## config.mk

```make
export PLATFORM = sky130hd
export DESIGN_NAME = s27_seq_array
export DESIGN_NICKNAME = d
export VERILOG_FILES = /design/src/rtl/s27_pkg.sv /design/src/rtl/s27_core.sv /design/src/rtl/s27_seq_array.sv
export SDC_FILE = /design/constraint.sdc
export NUM_CORES = 1
export LEC_CHECK = 0
export BUFFER_PORTS_ARGS = -buffer_cell sky130_fd_sc_hd__buf_2
export CAP_MARGIN = 25
export CORE_MARGIN = 2
export CORE_UTILIZATION = 51
export CTS_CLUSTER_SIZE = 30
export DETAILED_ROUTE_END_ITERATION = 10
export PLACE_DENSITY = 0.84
export SLEW_MARGIN = 15
export SYNTH_ARGS = -nofsm -noshare
export SYNTH_HDL_FRONTEND = slang
export SYNTH_SLANG_ARGS = --single-unit
export TNS_END_PERCENT = 30
```

## constraint.sdc

```tcl
create_clock -name clk -period 2.1 [get_ports clk]
set_input_delay 0.21 -clock clk [delete_from_list [all_inputs] [get_ports clk]]
set_output_delay 0.21 -clock clk [all_outputs]
set_load 0.1 [all_outputs]
```

## src/rtl/s27_pkg.sv

```systemverilog
// s27_pkg: shared constants and types for the s27 sequential array.
// State-bit indices, state width, default MISR taps, per-channel state struct.
package s27_pkg;

    localparam int IDX_G5     = 0;
    localparam int IDX_G6     = 1;
    localparam int IDX_G7     = 2;
    localparam int STATE_BITS = 3;

    localparam logic [15:0] DEF_SIG_POLY = 16'h1021;

    // Packed so that {g7,g6,g5} lands on bits [2:0] in index order.
    typedef struct packed {
        logic g7;
        logic g6;
        logic g5;
    } s27_state_t;

endpackage

```

## src/rtl/s27_core.sv

```systemverilog
// s27_core: combinational s27 next-state and output logic for one channel.
// Ports: g0_i..g3_i primary inputs, state_i {G7,G6,G5},
//        next_o {G13,G11,G10}, g17_o primary output.
module s27_core
    import s27_pkg::*;
(
    input  logic       g0_i,
    input  logic       g1_i,
    input  logic       g2_i,
    input  logic       g3_i,
    input  s27_state_t state_i,
    output s27_state_t next_o,
    output logic       g17_o
);

    logic g8, g9, g10, g11, g12;
    logic g13, g14, g15, g16;

    assign g14 = ~g0_i;
    assign g8  = g14 & state_i.g6;
    assign g12 = ~(g1_i | state_i.g7);
    assign g15 = g12 | g8;
    assign g16 = g3_i | g8;
    assign g9  = ~(g16 & g15);
    assign g11 = ~(state_i.g5 | g9);
    assign g10 = ~(g14 | g11);
    assign g13 = ~(g2_i | g12);

    assign next_o.g7 = g13;
    assign next_o.g6 = g11;
    assign next_o.g5 = g10;
    assign g17_o     = ~g11;

endmodule

```

## src/rtl/s27_seq_array.sv

```systemverilog
// s27_seq_array: CHANNELS independent s27 machines, MISR response
// compaction and an optional scan chain through all state flops.
// Optional feature macro: S27_SEQ_SCAN_EN (scan chain enabled when defined).
// Ports: clk, rst_n (async low), en, g0..g3 [CHANNELS], sig_en, sig_clr,
//        scan_en, scan_in; outputs g17 [CHANNELS], state_q [3*CHANNELS],
//        sig_q [SIG_W], scan_out.
module s27_seq_array
    import s27_pkg::*;
#(
    parameter int               CHANNELS = 4,
    parameter int               SIG_W    = 16,
    parameter logic [SIG_W-1:0] SIG_POLY = SIG_W'(DEF_SIG_POLY)
) (
    input  logic                           clk,
    input  logic                           rst_n,
    input  logic                           en,
    input  logic [CHANNELS-1:0]            g0,
    input  logic [CHANNELS-1:0]            g1,
    input  logic [CHANNELS-1:0]            g2,
    input  logic [CHANNELS-1:0]            g3,
    input  logic                           sig_en,
    input  logic                           sig_clr,
    input  logic                           scan_en,
    input  logic                           scan_in,
    output logic [CHANNELS-1:0]            g17,
    output logic [STATE_BITS*CHANNELS-1:0] state_q,
    output logic [SIG_W-1:0]               sig_q,
    output logic                           scan_out
);

    localparam int NB = STATE_BITS * CHANNELS;

    logic [NB-1:0]    nxt;
    logic [NB-1:0]    state_d;
    logic [SIG_W-1:0] sig_d;
    logic             scan_act;

    for (genvar ch = 0; ch < CHANNELS; ch++) begin : g_ch
        s27_state_t cur;
        s27_state_t nx;

        assign cur = state_q[STATE_BITS*ch +: STATE_BITS];

        s27_core u_core (
            .g0_i    (g0[ch]),
            .g1_i    (g1[ch]),
            .g2_i    (g2[ch]),
            .g3_i    (g3[ch]),
            .state_i (cur),
            .next_o  (nx),
            .g17_o   (g17[ch])
        );

        assign nxt[STATE_BITS*ch +: STATE_BITS] = nx;
    end

`ifdef S27_SEQ_SCAN_EN
    assign scan_act = scan_en;
    assign scan_out = state_q[NB-1];

    // Chain runs from ch0.G5 (bit 0) up to ch(N-1).G7 (top bit).
    always_comb begin
        state_d = state_q;
        if (scan_act) begin
            state_d = {state_q[NB-2:0], scan_in};
        end else if (en) begin
            state_d = nxt;
        end
    end
`else
    logic unused_scan;

    assign unused_scan = scan_en ^ scan_in;
    assign scan_act    = 1'b0;
    assign scan_out    = 1'b0;

    always_comb begin
        state_d = state_q;
        if (en) begin
            state_d = nxt;
        end
    end
`endif

    // MISR compacts the g17 seen this cycle (pre-update state).
    always_comb begin
        sig_d = sig_q;
        if (sig_clr) begin
            sig_d = '0;
        end else if (sig_en && !scan_act) begin
            sig_d = {sig_q[SIG_W-2:0], 1'b0}
                  ^ (sig_q[SIG_W-1] ? SIG_POLY : '0)
                  ^ SIG_W'(g17);
        end
    end

    always_ff @(posedge clk or negedge rst_n) begin
        if (!rst_n) begin
            state_q <= '0;
            sig_q   <= '0;
        end else begin
            state_q <= state_d;
            sig_q   <= sig_d;
        end
    end

endmodule

```

==> flow_summary.yaml <==
cells_and_area:
  layout_commonest_cell: "buf_2"
  non_filler_instances: 201
  area_growth_syn_to_layout_pct: 20.39
  nets: 196
  drive_above_1_share_pct: 38.60
  n_antenna_cell: 0
  nFillCells: 206
  layout_common_cells: "49 x buf_2, 28 x dfrtp_1, 16 x nor2_1, 10 x mux2i_1, 9 x inv_1"
  seqCellArea_um2: 700.7
  area_used_by_multi_input_combinational_logic_um2: 560.5
synthesis:
  synthTopCellsByArea: "dfrtp_1 52%, mux2i_1 7.4%, nor2_1 4.4%, or4b_4 4.1%, mux2_2 3.3%"
  syn_nets: 149
  async_reset_ff_share_pct: 100.0
  yosys_warnings: 0
  synthDominantCellAreaShare_pct: 51.66
  synth_ff_type: "dfrtp_1"
  synth_seq_cells: 28
  synth_area_um2: 1356
  fraction_of_the_yosys_area_taken_by_sequential_cells_pct: 51.66
  synth-edff-count: 0
  synth_cell_types: 24
  yosys.area.top_type: "dfrtp_1"
  syn_avg_cell_area_um2: 10.76
  syn_inst: 126
timing:
  maximum_achievable_frequency_ghz: 0.4925
  setup_clock_skew_after_layout_ns: 0.01337
  finalMaxSlewViolations: 0
  finalHoldViolCount: 0
  final_min_period_over_clock_period_pct: 96.69
  worst_relative_slew_slack_pct: 59.22
  grt_setup_unrepaired: "false"
  report.final.setup_viol: 0
  totalNegativeSetupSlack_ns: 0
  finalCriticalPeriod_ns: 2.031
  worst-slew-pin-transition_ns: 0.6118
global_routing:
  gr-usage-met2_pct: 33.67
  grt_pass1_wl_mm: 4.526
  grtUsageMet3_pct: 3.023
  grt_start_max_net_pins: 29
  gr-usage-all-layers_pct: 17.94
  grt_pass1_vias: 1061
  layer_with_the_highest_usage_after_global_routing: "met2"
  globalRouteOverflowTotal: 0
  grt_antenna_before_repair: 0
  global_route.usage.met1_pct: 20.43
route:
  detail_route.vias_per_cell: 5.343
  detail_route.wl_per_cell_um: 13.62
  totalWireLength_mm: 2.737
  drt_pre_antenna_iters: 4
  ant_nets: 0
  drt-initial-drc-count: 19
  drc: 0
  vias: 1074
power:
  total_power_uw: 1352
  vdd.ir_drop.worst_mv: 0.6949
  power.leakage_uw: 0.0008521
  power-per-cell-area_nw_per_um2: 828.2
clock_network:
  cts-root-to-sink-buffers: 2
  tritoncts: "done"
  clock_sink_count: 28
  number_of_levels_in_the_clock_h_tree: 1
  clock_latency_ns: 0.32
  cts_inserted_buffers: 3
  clk_transition_reported_paths_ns: 0.15
  cts.root.buffer_cell: "clkbuf_4"
  post_cts.repair.setup_buffers: 0
status:
  run_status: "finished, final reports clean"
worst_setup_path:
  crit_path_max_fanout: 3
  rr_endpoint: "sig_q[1]"
  worst_r2r_path_depth: 3
  start_kind: "register"
  cp_data_arrival_time_ns: 1.82
  critical_path_capture_point: "g17[1]"
  crit-reg2reg-launch: "state_q[5]"
  crit_path_start: "state_q[5]"
  required_ns: 1.89
  end_kind: "output pin"
  reg2reg_setup_slack_ns: 0.59
  worst-setup-path-type: "register to output pin"
place:
  placedCellCount: 197
  dp.final_hpwl_mm: 2.049
  gp_congestion: 0.7982
  io_buf_count: 52
floorplanning:
  design.die.area_um2: 3088
  die_h_um: 55.57
  core.rowCount: 18
  overall_die_width_um: 55.57
  placeableCoreArea_um2: 2500
  start_util_pct: 54.25
  pin_count: 56
run:
  max_cap_viol_count: 0
min_path:
  worst_hold_path.num_cells: 2
  hold_path_class: "input port to register"
[sequential cells by signal (all words and copies together) (netlist names)]
name / flops
sig_q: 16
state_q: 12
[worst max-delay path, stage by stage, from the launching register on]
cell	delay [ns]
dfrtp_1	0.42
or4b_4	0.55
o21ai_0	0.17
inv_1	0.07
clkbuf_4	0.28
[how the worst min path moves through the flow]
stage,endpoint,start,slack [ns]
final,state_q[8],g2[2],0.03
after global routing,state_q[8],g2[2],0.02
after CTS,state_q[8],g2[2],0.03
after detailed placement,sig_q[11],rst_n,0.26
after global placement,sig_q[11],rst_n,0.25
after floorplan,sig_q[0],rst_n,-0.09
[routing by layer]
| layer | share of wire (%) | vias up |
|---|---|---|
| met5 | 0 | - |
| met4 | 0.55 | 0 |
| met3 | 4.5 | 2 |
| met2 | 55 | 30 |
| met1 | 40 | 518 |
| li1 | - | 524 |
[kinds of logic (layout without fill, tap and decap cells)]
kind of cell	after synthesis	count (layout)	share of synthesized area, %
AO/OA/AOI/OAI	26	26	13.28
flip-flops	28	28	51.66
AND/OR/NAND/NOR	35	35	15.78
multiplexers	14	14	10.70
buffers and inverters	20	65	7.010
XOR/XNOR	2	2	1.292
other	1	1	0.2765
[cells in the mapped netlist (2+ instances only)]
cell / count
a211oi_1: 2
and2_1: 2
or4b_4: 4
dfrtp_1: 28
o21ai_0: 8
nor2_1: 16
a21oi_1: 8
nand3_1: 4
mux2i_1: 10
xnor2_1: 2
buf_4: 5
nor3b_1: 2
a311o_1: 3
nor2b_1: 3
inv_1: 9
o2111a_1: 4
mux2_2: 4
clkbuf_1: 4
or2b_2: 3
[per-stage QoR]
stage / utilization (%) / cell area (µm²) / hold WS (ns) / setup WS, ns
5_1_grt: 65.32 / 1633 / 0.02233 / 0.002170
3_5_place_dp: 63.71 / 1593 / 0.2572 / 0.3928
6_report: 65.32 / 1633 / 0.03447 / 0.06945
2_1_floorplan: - / 1356 / -0.08559 / 0.06695
4_1_cts: 65.02 / 1625 / 0.03290 / 0.01910
3_3_place_gp: 63.71 / 1593 / 0.2499 / 0.4590
[report_power, final]
group          switching (µW)  internal, µW  total, µW
combinational             435          98.6        533
sequential               31.3           577        608
clock                     144          67.0        211
total                     610           743       1350
[area by class of cell]
type	instances	share of cell area (%)
tap	30	2.299
inverter	9	2.069
sequential	28	42.91
clock buffer	3	1.379
multi-input combinational	78	34.33
timing repair buffer	53	17.01
[what timing repair did]
action | 4_1_cts | 5_1_grt
hold buffers | 1 | 0
resized for setup | 0 | 5
setup endpoints to repair | 0 | 3
endpoints found under the hold margin | 28 | 0
(Power assumes the default switching activity.)
